**src/rtl/disp_scan_ctrl.sv**
```systemverilog
// Four-digit multiplexed display scanner: SHOW/GAP phase FSM per digit, frame-wide input snapshot.
// Outputs come from registers only; en additionally gates the anode drive and the frame pulse.
module disp_scan_ctrl #(
  parameter int DIGIT_CYCLES = 50000,
  parameter int GAP_CYCLES   = 2000
) (
  input  logic        clk,
  input  logic        rst,
  input  logic        en,
  input  logic [15:0] hexs,
  input  logic [3:0]  points,
  input  logic [3:0]  LEs,
  output logic [1:0]  scan,
  output logic [3:0]  AN,
  output logic [3:0]  digit,
  output logic        dp,
  output logic        frame_tick
);

  localparam int MAXC = (DIGIT_CYCLES > GAP_CYCLES) ? DIGIT_CYCLES : GAP_CYCLES;
  localparam int CW   = (MAXC > 1) ? $clog2(MAXC) : 1;
  localparam logic [CW-1:0] SHOW_LAST = CW'(DIGIT_CYCLES - 1);
  localparam logic [CW-1:0] GAP_LAST  = CW'((GAP_CYCLES > 0) ? GAP_CYCLES - 1 : 0);
  localparam logic [CW-1:0] CNT_ONE   = CW'(1);

  typedef enum logic {SHOW = 1'b0, GAP = 1'b1} state_t;

  state_t        r_state;
  logic [CW-1:0] r_cnt;
  logic [1:0]    r_scan;
  logic [15:0]   r_hexs;
  logic [3:0]    r_points;
  logic [3:0]    r_les;

  state_t        w_state_nxt;
  logic [CW-1:0] w_cnt_nxt;
  logic          w_advance;
  logic          w_wrap;
  logic [3:0]    w_an;

  always_comb begin
    w_state_nxt = r_state;
    w_cnt_nxt   = r_cnt;
    w_advance   = 1'b0;
    if (en) begin
      case (r_state)
        SHOW: begin
          if (r_cnt == SHOW_LAST) begin
            w_cnt_nxt = '0;
            // Without a blanking gap the lit phase hands straight to the next digit.
            if (GAP_CYCLES == 0) begin
              w_advance = 1'b1;
            end else begin
              w_state_nxt = GAP;
            end
          end else begin
            w_cnt_nxt = r_cnt + CNT_ONE;
          end
        end
        GAP: begin
          if (r_cnt == GAP_LAST) begin
            w_state_nxt = SHOW;
            w_cnt_nxt   = '0;
            w_advance   = 1'b1;
          end else begin
            w_cnt_nxt = r_cnt + CNT_ONE;
          end
        end
        default: begin
          w_state_nxt = SHOW;
          w_cnt_nxt   = '0;
        end
      endcase
    end
  end

  assign w_wrap = w_advance && (r_scan == 2'd3);

  always_ff @(posedge clk) begin
    if (rst) begin
      r_state  <= SHOW;
      r_cnt    <= '0;
      r_scan   <= 2'd0;
      r_hexs   <= hexs;
      r_points <= points;
      r_les    <= LEs;
    end else begin
      r_state <= w_state_nxt;
      r_cnt   <= w_cnt_nxt;
      if (w_advance) begin
        r_scan <= r_scan + 2'd1;
      end
      // The snapshot only refreshes at frame boundaries so a frame never tears.
      if (w_wrap) begin
        r_hexs   <= hexs;
        r_points <= points;
        r_les    <= LEs;
      end
    end
  end

  always_comb begin
    w_an = 4'b1111;
    if ((r_state == SHOW) && en && !r_les[r_scan]) begin
      w_an[r_scan] = 1'b0;
    end
  end

  assign scan       = r_scan;
  assign AN         = w_an;
  assign digit      = r_hexs[{r_scan, 2'b00} +: 4];
  assign dp         = r_points[r_scan];
  assign frame_tick = w_wrap & ~rst;

endmodule

```
**config.mk**
```make
export PLATFORM = sky130hd
export DESIGN_NAME = disp_scan_ctrl
export DESIGN_NICKNAME = d
export VERILOG_FILES = /design/src/rtl/disp_scan_ctrl.sv
export SDC_FILE = /design/constraint.sdc
export NUM_CORES = 1
export LEC_CHECK = 0
export ABC_AREA = 1
export CORE_MARGIN = 2
export CORE_UTILIZATION = 47
export CTS_CLUSTER_DIAMETER = 120
export CTS_CLUSTER_SIZE = 20
export DETAILED_ROUTE_END_ITERATION = 6
export MAX_ROUTING_LAYER = met4
export PLACE_DENSITY = 0.76
export SETUP_SLACK_MARGIN = 0.4
export SYNTH_ARGS = -nofsm -noshare
export SYNTH_HDL_FRONTEND = slang
export SYNTH_SLANG_ARGS = --single-unit
```
**constraint.sdc**
```tcl
create_clock -name clk -period 3.3 [get_ports clk]
set_input_delay 0.99 -clock clk [delete_from_list [all_inputs] [get_ports clk]]
set_output_delay 0.99 -clock clk [all_outputs]
set_load 0.01 [all_outputs]
```
==> run metrics <==
cts bufs inserted=5; post-layout minimum cycle time=2.87 ns; Max Root-Sink Buffers=2; HP Class=reg2reg; RSZ-0062 raised after global routing=yes; CTS tree=yes; largest net degree at the start of global routing=25; Post-DP Area=2590 um2; vias=approximately 1700; crit path capture type=output pin; Ant. Diodes=0; finished layout cell area=2730 um2; DRT antenna net count=0; Die Span Y=71.0 um; clk_lat worst skew=about 0.30 ns; Worst Hold Launch=r_cnt[2]; syn nets=269; worst vdd ir=0.351 mV; hold path depth=2; Starting Density=0.485; Pwr Density=about 400 nW/um2; # rows=24; total power=1.10 mW; routability congestion estimate=0.817; Fmax achieved=0.348 GHz; initial antenna violation count=0; Critical Path, Cell by Cell=buf_4 -> inv_2 -> nor2_2 -> o21ai_1 -> nor2_2 -> buf_4 -> nand2_1 -> dlygate4sd2_1; WP data required=about 2.3 ns; # nets final=~320; gr usage total=0.189; Slew Limit Headroom=0.752; max-cap viol count=0; CP Launch Type=input port; flops & latches, synth=43; port buffer count=38; Initial DRC Count=about 120; Leak Pwr=~1 nW; Clock Skew=0.00367 ns; async set-or-reset flop fraction in the synthesized netlist=0; reg2reg setup slack=1.36 ns; first-pass GRT wire length=between 7000 and 8000 um; DR WL/cell=between 10 and 15 um; Slew Limit Fails=0; I/O pin total=39; reg2reg path depth=7; r2r endpoint=r_points[3]; vias in the first global route=1621; Syn Std Cell Area=2110 um2; Post-Syn Area per Cell=8.91 um2; CP Class=in2out; status=finished clean; reg2reg start=r_cnt[0]; # DRC=0; number of synthesized flops with an enable pin=24; H-tree level count=2; Synth cell types=32; Initial DRT Pass Iterations=4; clock sink count=43; Synth Warn #=0; crit-path max cell delay=0.27 ns; Core Region=roughly 4400 um2; Worst-path clk slew=0.08 ns; Arr. time, crit path=1.88 ns; Tcrit/Tclk final=0.870; Final setup violation count=0; Crit-path slowest cell=dlygate4sd2_1; Fillers=362; gr ovfl total=0; Area Growth Syn to Fin=29.4%; clock tree root driver cell=clkbuf_8; Die W=71.0 um; vias per cell=4.84; Slew @ Worst Pin=0.371 ns; layout cells sized above 1=0.197; cell count after synthesis=237; HPWL after DPL=2920 um; Synth Flop Type=edfxtp_1; Die ar.=5050 um2; Final Hold Vio Count=0; final WL=4080 um; Worst Path Max Fanout=3; sink of the worst hold path=r_cnt[2]; sequential-to-total area share from yosys stat=0.521
## layout make-up
class                   count  area [um2]  area share
multi-input cells         169         915       0.335
flip-flops and latches     43        1100       0.403
clock buffers               5        68.8      0.0252
repair buffers             49         449       0.164
clock inverters             3        47.5      0.0174
inverters                  21        87.6      0.0320
well taps                  52        65.1      0.0238
## report_power, final
group          internal (mW)  switching (mW)
Combinational         0.0494          0.0327
Clock                  0.229           0.192
Sequential             0.593         0.00795
## cells in the final DEF, fill, tap and decap left out
| cell type | netlist | routed |
|---|---|---|
| dfxtp_1 | 19 | 19 |
| nand2_1 | 48 | 48 |
| nor3b_1 | 1 | 1 |
| nand4_1 | 2 | 2 |
| nand2_2 | 5 | 5 |
| nor2_4 | 5 | 5 |
| nand3_1 | 13 | 12 |
| xnor2_1 | 2 | 2 |
| inv_2 | 3 | 3 |
| clkdlybuf4s15_1 | 0 | 2 |
| nor3_2 | 1 | 1 |
| dlygate4sd2_1 | 0 | 1 |
| mux2i_1 | 1 | 1 |
| a21oi_1 | 2 | 2 |
| clkbuf_8 | 0 | 5 |
| o21ai_2 | 0 | 1 |
| nand3_4 | 1 | 1 |
| inv_1 | 15 | 14 |
| clkinvlp_4 | 0 | 1 |
| o21bai_1 | 1 | 1 |
| nor2_2 | 12 | 14 |
| bufinv_16 | 0 | 1 |
| clkdlybuf4s50_1 | 0 | 32 |
| o21ai_1 | 0 | 1 |
| nor3_1 | 3 | 3 |
| clkbuf_2 | 0 | 2 |
| nand2_4 | 1 | 1 |
| ha_1 | 5 | 5 |
| clkinv_1 | 2 | 2 |
| o22ai_1 | 5 | 5 |
| nand3_2 | 1 | 2 |
| inv_6 | 0 | 1 |
| clkinv_4 | 1 | 2 |
| buf_4 | 1 | 12 |
| nor2_1 | 41 | 39 |
| nand3b_1 | 1 | 1 |
| edfxtp_1 | 24 | 24 |
| xor2_1 | 5 | 5 |
| o21ai_0 | 13 | 11 |
## stage by stage
stage | utilization | hold WS (ns) | setup TNS [ns] | setup WS, ns | instances
2_1_floorplan | - | 0.505 | 0 | 0.666 | 237
3_3_place_gp | 0.594 | 0.525 | -1.12 | -0.244 | 330
3_5_place_dp | 0.594 | 0.551 | -1.22 | -0.269 | 330
4_1_cts | 0.624 | 0.566 | 0 | 0.386 | 340
5_1_grt | 0.628 | 0.614 | 0 | 0.361 | 342
6_report | 0.628 | 0.570 | 0 | 0.428 | 342
## critical path: cells and delay by family
| kind | cells | cell delay, ns |
|---|---|---|
| buffers and inverters | 4 | 0.55 |
| AOI/OAI and AO/OA | 1 | 0.08 |
| and+or+nand+nor | 3 | 0.26 |
## logic make-up after synthesis
| family | synth area share |
|---|---|
| AOI/OAI and AO/OA | 0.0539 |
| xor gates and xnor gates | 0.0290 |
| adders and majority gates | 0.0296 |
| buffers and inverters | 0.0521 |
| DFF | 0.521 |
| muxes | 0.00474 |
| and+or+nand+nor | 0.309 |
## worst max path at each step
| stage | endpoint | cells after the start | from | slack [ns] |
|---|---|---|---|---|
| 2_1_floorplan | frame_tick | 5 | en | 0.67 |
| 3_3_place_gp | AN[0] | 7 | en | -0.24 |
| 3_5_place_dp | AN[2] | 7 | en | -0.27 |
| 4_1_cts | AN[2] | 8 | en | 0.39 |
| 5_1_grt | AN[2] | 8 | en | 0.36 |
| 6_report | AN[2] | 8 | en | 0.43 |
## layer usage
metal | up-vias | wire length, um | track usage
met1 | 743 | 1810 | 0.233
met3 | 7 | 148 | 0.0299
li1 | 874 | - | -
met5 | - | 0 | -
met2 | 32 | 2060 | 0.312
met4 | 0 | 64 | 0.0755
## synthesized netlist by cell type (all sizes together), types with 3 or more instances
| library cell | instances | area share |
|---|---|---|
| nor3 | 4 | 0.012 |
| o22ai | 5 | 0.015 |
| buf | 3 | 0.011 |
| dfxtp | 19 | 0.18 |
| ha | 5 | 0.030 |
| nand2 | 54 | 0.11 |
| clkinv | 3 | 0.0077 |
| nand3 | 15 | 0.044 |
| o21ai | 13 | 0.031 |
| nor2 | 58 | 0.14 |
| edfxtp | 24 | 0.34 |
| xor2 | 5 | 0.021 |
| inv | 18 | 0.032 |
## repair_timing
action,4_1_cts,5_1_grt
gates cloned,0,0
setup buffers,2,2
pin swaps,1,1
setup endpoints to repair,5,10
hold buffers,0,0
gates resized for setup,14,7
## sequential cells by signal (all words and copies together), names as in the netlist
signal / cells
r_cnt: 16
r_hexs: 16
r_les: 4
r_points: 4
r_state: 1
scan: 2
(Power assumes the default switching activity.)
